--- src/rtl/bcm_stdp_array.sv ---
// Triplet/pair STDP weight engine: one shared postsynaptic neuron, N_SYN presynaptic
// channels updated one per cycle after each time-step tick.
module bcm_stdp_array #(
    parameter int N_SYN    = 4,
    parameter int WIDTH    = 18,
    parameter int FRAC     = 16,
    parameter int T_PLUS   = 4,
    parameter int T_MINUS  = 5,
    parameter int T_Y      = 5,
    parameter int A3_PLUS  = 4,
    parameter int A2_MINUS = 7,
    parameter int W_INIT   = 0,
    parameter int W_MAX    = 1 << FRAC,
    parameter int W_MIN    = -(1 << FRAC),
    parameter int MODE     = 1,
    localparam int AW      = (N_SYN > 1) ? $clog2(N_SYN) : 1
) (
    input  logic                    clk,
    input  logic                    rst,
    input  logic                    tick,
    input  logic [N_SYN-1:0]        pre,
    input  logic                    post,
    input  logic                    learn_en,
    input  logic [AW-1:0]           rd_addr,
    output logic signed [WIDTH-1:0] rd_w,
    output logic                    busy,
    output logic                    done,
    output logic                    overrun
);

    localparam logic signed [WIDTH-1:0] ONE_W    = WIDTH'(1 << FRAC);
    localparam logic signed [WIDTH-1:0] W_INIT_W = WIDTH'(W_INIT);
    localparam logic signed [WIDTH+1:0] W_MAX_X  = (WIDTH+2)'(W_MAX);
    localparam logic signed [WIDTH+1:0] W_MIN_X  = (WIDTH+2)'(W_MIN);

    typedef enum logic [1:0] {IDLE, SYN, POST} state_t;

    state_t                  state_q, state_d;
    logic [AW-1:0]           idx_q, idx_d;
    logic [N_SYN-1:0]        pre_q, pre_d;
    logic                    post_q, post_d;
    logic                    len_q, len_d;
    logic signed [WIDTH-1:0] r1_q, r1_d;
    logic signed [WIDTH-1:0] o1_q, o1_d;
    logic signed [WIDTH-1:0] r2_q [N_SYN];
    logic signed [WIDTH-1:0] r2_d [N_SYN];
    logic signed [WIDTH-1:0] w_q [N_SYN];
    logic signed [WIDTH-1:0] w_d [N_SYN];
    logic signed [WIDTH-1:0] rd_w_q, rd_w_d;
    logic                    done_q, done_d;
    logic                    ovr_q, ovr_d;

    logic signed [WIDTH-1:0]   r2_i, w_i, dp, dd, w_new;
    logic signed [2*WIDTH-1:0] r2_x, o1_x, prod, prod_f;
    logic signed [WIDTH+1:0]   sum;

    // Update datapath for the synapse currently addressed by idx_q.
    always_comb begin
        r2_i   = r2_q[idx_q];
        w_i    = w_q[idx_q];
        r2_x   = {{WIDTH{r2_i[WIDTH-1]}}, r2_i};
        o1_x   = {{WIDTH{o1_q[WIDTH-1]}}, o1_q};
        prod   = r2_x * o1_x;
        prod_f = prod >>> FRAC;
        dp     = '0;
        dd     = '0;
        if (post_q) begin
            if (MODE != 0) dp = $signed(prod_f[WIDTH-1:0]) >>> A3_PLUS;
            else           dp = r2_i >>> A3_PLUS;
        end
        if (pre_q[idx_q]) dd = r1_q >>> A2_MINUS;
        sum = (WIDTH+2)'(w_i) + (WIDTH+2)'(dp) - (WIDTH+2)'(dd);
        if (sum > W_MAX_X)      w_new = W_MAX_X[WIDTH-1:0];
        else if (sum < W_MIN_X) w_new = W_MIN_X[WIDTH-1:0];
        else                    w_new = sum[WIDTH-1:0];
    end

    always_comb begin
        state_d = state_q;
        idx_d   = idx_q;
        pre_d   = pre_q;
        post_d  = post_q;
        len_d   = len_q;
        r1_d    = r1_q;
        o1_d    = o1_q;
        r2_d    = r2_q;
        w_d     = w_q;
        done_d  = 1'b0;
        ovr_d   = ovr_q;
        rd_w_d  = (int'(rd_addr) < N_SYN) ? w_q[rd_addr] : '0;
        case (state_q)
            IDLE: begin
                if (tick) begin
                    pre_d   = pre;
                    post_d  = post;
                    len_d   = learn_en;
                    idx_d   = '0;
                    state_d = SYN;
                end
            end
            SYN: begin
                if (tick) ovr_d = 1'b1;
                if (len_q) w_d[idx_q] = w_new;
                r2_d[idx_q] = pre_q[idx_q] ? ONE_W : r2_i - (r2_i >>> T_PLUS);
                if (idx_q == AW'(N_SYN - 1)) state_d = POST;
                else                         idx_d   = idx_q + 1'b1;
            end
            POST: begin
                if (tick) ovr_d = 1'b1;
                r1_d    = post_q ? ONE_W : r1_q - (r1_q >>> T_MINUS);
                o1_d    = post_q ? ONE_W : o1_q - (o1_q >>> T_Y);
                idx_d   = '0;
                done_d  = 1'b1;
                state_d = IDLE;
            end
            default: state_d = IDLE;
        endcase
    end

    always_ff @(posedge clk or negedge rst) begin
        if (!rst) begin
            state_q <= IDLE;
            idx_q   <= '0;
            pre_q   <= '0;
            post_q  <= 1'b0;
            len_q   <= 1'b0;
            r1_q    <= ONE_W;
            o1_q    <= ONE_W;
            for (int k = 0; k < N_SYN; k++) begin
                r2_q[k] <= ONE_W;
                w_q[k]  <= W_INIT_W;
            end
            rd_w_q  <= '0;
            done_q  <= 1'b0;
            ovr_q   <= 1'b0;
        end else begin
            state_q <= state_d;
            idx_q   <= idx_d;
            pre_q   <= pre_d;
            post_q  <= post_d;
            len_q   <= len_d;
            r1_q    <= r1_d;
            o1_q    <= o1_d;
            r2_q    <= r2_d;
            w_q     <= w_d;
            rd_w_q  <= rd_w_d;
            done_q  <= done_d;
            ovr_q   <= ovr_d;
        end
    end

    assign rd_w    = rd_w_q;
    assign busy    = (state_q != IDLE);
    assign done    = done_q;
    assign overrun = ovr_q;

endmodule

--- config.mk ---
export PLATFORM = sky130hd
export DESIGN_NAME = bcm_stdp_array
export DESIGN_NICKNAME = d
export VERILOG_FILES = /design/src/rtl/bcm_stdp_array.sv
export SDC_FILE = /design/constraint.sdc
export NUM_CORES = 1
export LEC_CHECK = 0
export BUFFER_PORTS_ARGS = -buffer_cell sky130_fd_sc_hd__buf_4
export CORE_MARGIN = 10
export CORE_UTILIZATION = 60
export DETAILED_ROUTE_END_ITERATION = 12
export PLACE_DENSITY = 0.79
export SYNTH_ARGS = -nofsm -noshare
export SYNTH_HDL_FRONTEND = slang
export SYNTH_SLANG_ARGS = --single-unit
--- constraint.sdc ---
create_clock -name clk -period 9.9 [get_ports clk]
set_input_delay 0.495 -clock clk [delete_from_list [all_inputs] [get_ports clk]]
set_output_delay 0.495 -clock clk [all_outputs]
set_load 0.01 [all_outputs]
==> metrics <==
status complete, but fails checks; failing checks setup timing; Initial Utilization 0.611; clock tree sinks 210; number of synthesis warnings 0; clock latency at the later pin of the worst-skew pair 550 ps; Via density 6.08; largest family of logic cells by synthesized area adder cells; WL/cell 21.2 um; R2R cell count 38; Startpoint Class register; # DRC 0; final worst setup slack -435 ps; CP Capture Type register; delay-heaviest family, CP adder cells; Fin Clk Skew 13.5 ps; Synth cell types 81; Yosys reg bits 210; stages on the worst setup path 38; syn_area_per_cell 9.58 um2; r2r setup slk -430 ps; routed vias 19400; Net Count, Synth 3001; number of max-cap violations 0; Synth Cell Area 23900 um2; relative slew slack 0.231; I/O pin count 32; most frequent cell after synthesis inv_1; Seq/Total Area, Yosys 0.221; final hold vios 0; EDFF count, synth 0; total CTS buffers 23; hold path cells 2; vias in the first global route 20300; Setup WS pre-CTS -447 ps; unrepaired setup endpoints after global routing yes; row count 72; global-route wire length before repair 106 mm; 1st-pass router iterations 6; PortBufs 31; Worst Path Max Fanout 6; CTS tree built; Post-synth top cells inv_1 (428), nand2_1 (350), fa_1 (335); Post-Synth XOR/XNOR Area 0.0275; Overall Global Routing Usage 0.276; WP buf/inv 10; Worst Tran Pin Value 1150 ps; core region area 39000 um2; pin count of the biggest net entering global routing 85; Reg clk slew, reported paths 60 ps; post-synthesis adder-cell area fraction 0.368; initial antenna violation count 0; Clock Tree Buf Depth 3; CP arrival 10770 ps; diode count 0; CTS root buf clkbuf_16; fmax 0.0968 GHz; die area 48100 um2; post-detail-place hpwl 49.4 mm; Hold WC Path Type in2reg; NumNets Final 3167; Die X 219 um; grt ovf 0; crit path time final 10330 ps; Synth Area in Compound Gates 0.104; Syn-to-layout area delta 17.3%; share of the synthesized area in the top cell type 0.281; ys async rst share 1.00; CTS H-tree lvls 1; Slew Limit Fails 0; simple-gate share of the synthesized area 0.133; Post-Syn Instances 2490; Yosys top cell by area fa_1; top post-synthesis cells by area fa_1 (28%), dfrtp_1 (21%), ha_1 (8.7%); Final setup viols 64; mux contribution to synthesized area 0.0585; Post-DRT Antenna Nets 0; final WL 67.8 mm; critical path's slowest cell mux4_2; period utilisation layout 1.04; layout cell share with drive strength beyond 1 0.202; top_reg_cell synth dfrtp_1; Worst path max stage delay 620 ps; Worst path most repeated cell fa_1; Initial DRC Count 1879; die height 219 um; RePlAce Congestion 0.993; crit path kind reg2reg; Critical Path RT 10330 ps
path summary, 6_finish.rpt:
path,startpoint,end
hold reg to reg,overrun$_DFFE_PN0P_,overrun$_DFFE_PN0P_
hold / removal,pre[2],pre_q[2]$_DFFE_PN0P_
setup reg to reg,idx_q[0]$_DFFE_PN0P_,w_q[5]$_DFFE_PN0P_
max in group asynchronous,rst,idx_q[0]$_DFFE_PN0P_
setup / recovery,idx_q[0]$_DFFE_PN0P_,w_q[5]$_DFFE_PN0P_
min in group asynchronous,rst,overrun$_DFFE_PN0P_
metal layers:
metal,up-vias,part of all wire,global-route usage,wire (um)
met3,235,0.083,0.0479,5650
met2,945,0.49,0.459,33300
li1,8387,-,-,-
met5,-,0,0,0
met4,0,0.055,0.140,3710
met1,9833,0.37,0.341,25100
worst register-to-register path, delay by kind of cell, from the launching register on:
family | cells | cell delay [ps]
compound gates | 9 | 2570
xor+xnor | 1 | 130
fa+ha+maj | 9 | 4130
buf+inv | 10 | 1060
flops | 1 | 470
mux | 1 | 620
simple gates | 8 | 1240
layout by cell type, fill, tap and decap left out, types with 29 or more instances in the layout:
cell type	synthesis	layout
nand2_1	350	346
inv_1	428	415
fa_1	335	327
xnor2_1	43	41
dfrtp_1	204	202
and2_1	72	67
xor2_1	32	29
o21ai_0	89	56
ha_1	165	151
nor2_1	156	152
a21oi_1	59	48
mux4_2	54	54
buf_4	0	216
o31ai_1	76	37
through the flow:
stage | util | hold slack [ps] | area (um2) | TNS, ps | instances
5_1_grt | 0.717 | 169 | 28000 | -39150 | 3190
3_5_place_dp | 0.658 | 449 | 25700 | -26320 | 3103
3_3_place_gp | 0.658 | 443 | 25700 | -17270 | 3103
4_1_cts | 0.692 | 165 | 27000 | -10390 | 3168
6_report | 0.717 | 174 | 28000 | -19060 | 3190
2_1_floorplan | - | 199 | 23900 | 0 | 2490
state kept, by name (all words and copies together), names as in the netlist:
| name | flops |
|---|---|
| done | 1 |
| post_q | 1 |
| pre_q | 4 |
| w_q | 72 |
| rd_w | 18 |
| r1_q | 18 |
| r2_q | 72 |
| idx_q | 2 |
| overrun | 1 |
| len_q | 1 |
| state_q | 2 |
| o1_q | 18 |
timing repair:
item,4_1_cts,5_1_grt
resized for setup,83,164
setup buffers,19,19
pin swaps,13,83
hold endpoints to repair,48,0
hold buffers,1,0
setup endpoints to repair,69,72
cloned,4,8
area by class of cell:
class,count,area (um2)
clock buffers,27,611
clock inverters,14,128
fillers,2715,11000
inverters,440,1670
multi-input cells,1729,17500
flip-flops and latches,210,5270
well taps,518,648
repair buffers,252,2170
cells by family (layout without fill, tap and decap cells):
kind of cell    Yosys count  after routing
compound gates          367            368
xor+xnor                 75             75
fa+ha+maj               500            500
flops                   210            210
mux                      70             71
buf+inv                 553            733
simple gates            715            715
Power is left out: the tool's default activity adds up to more than one toggle a clock period on the data nets, which glitch-free logic cannot reach.
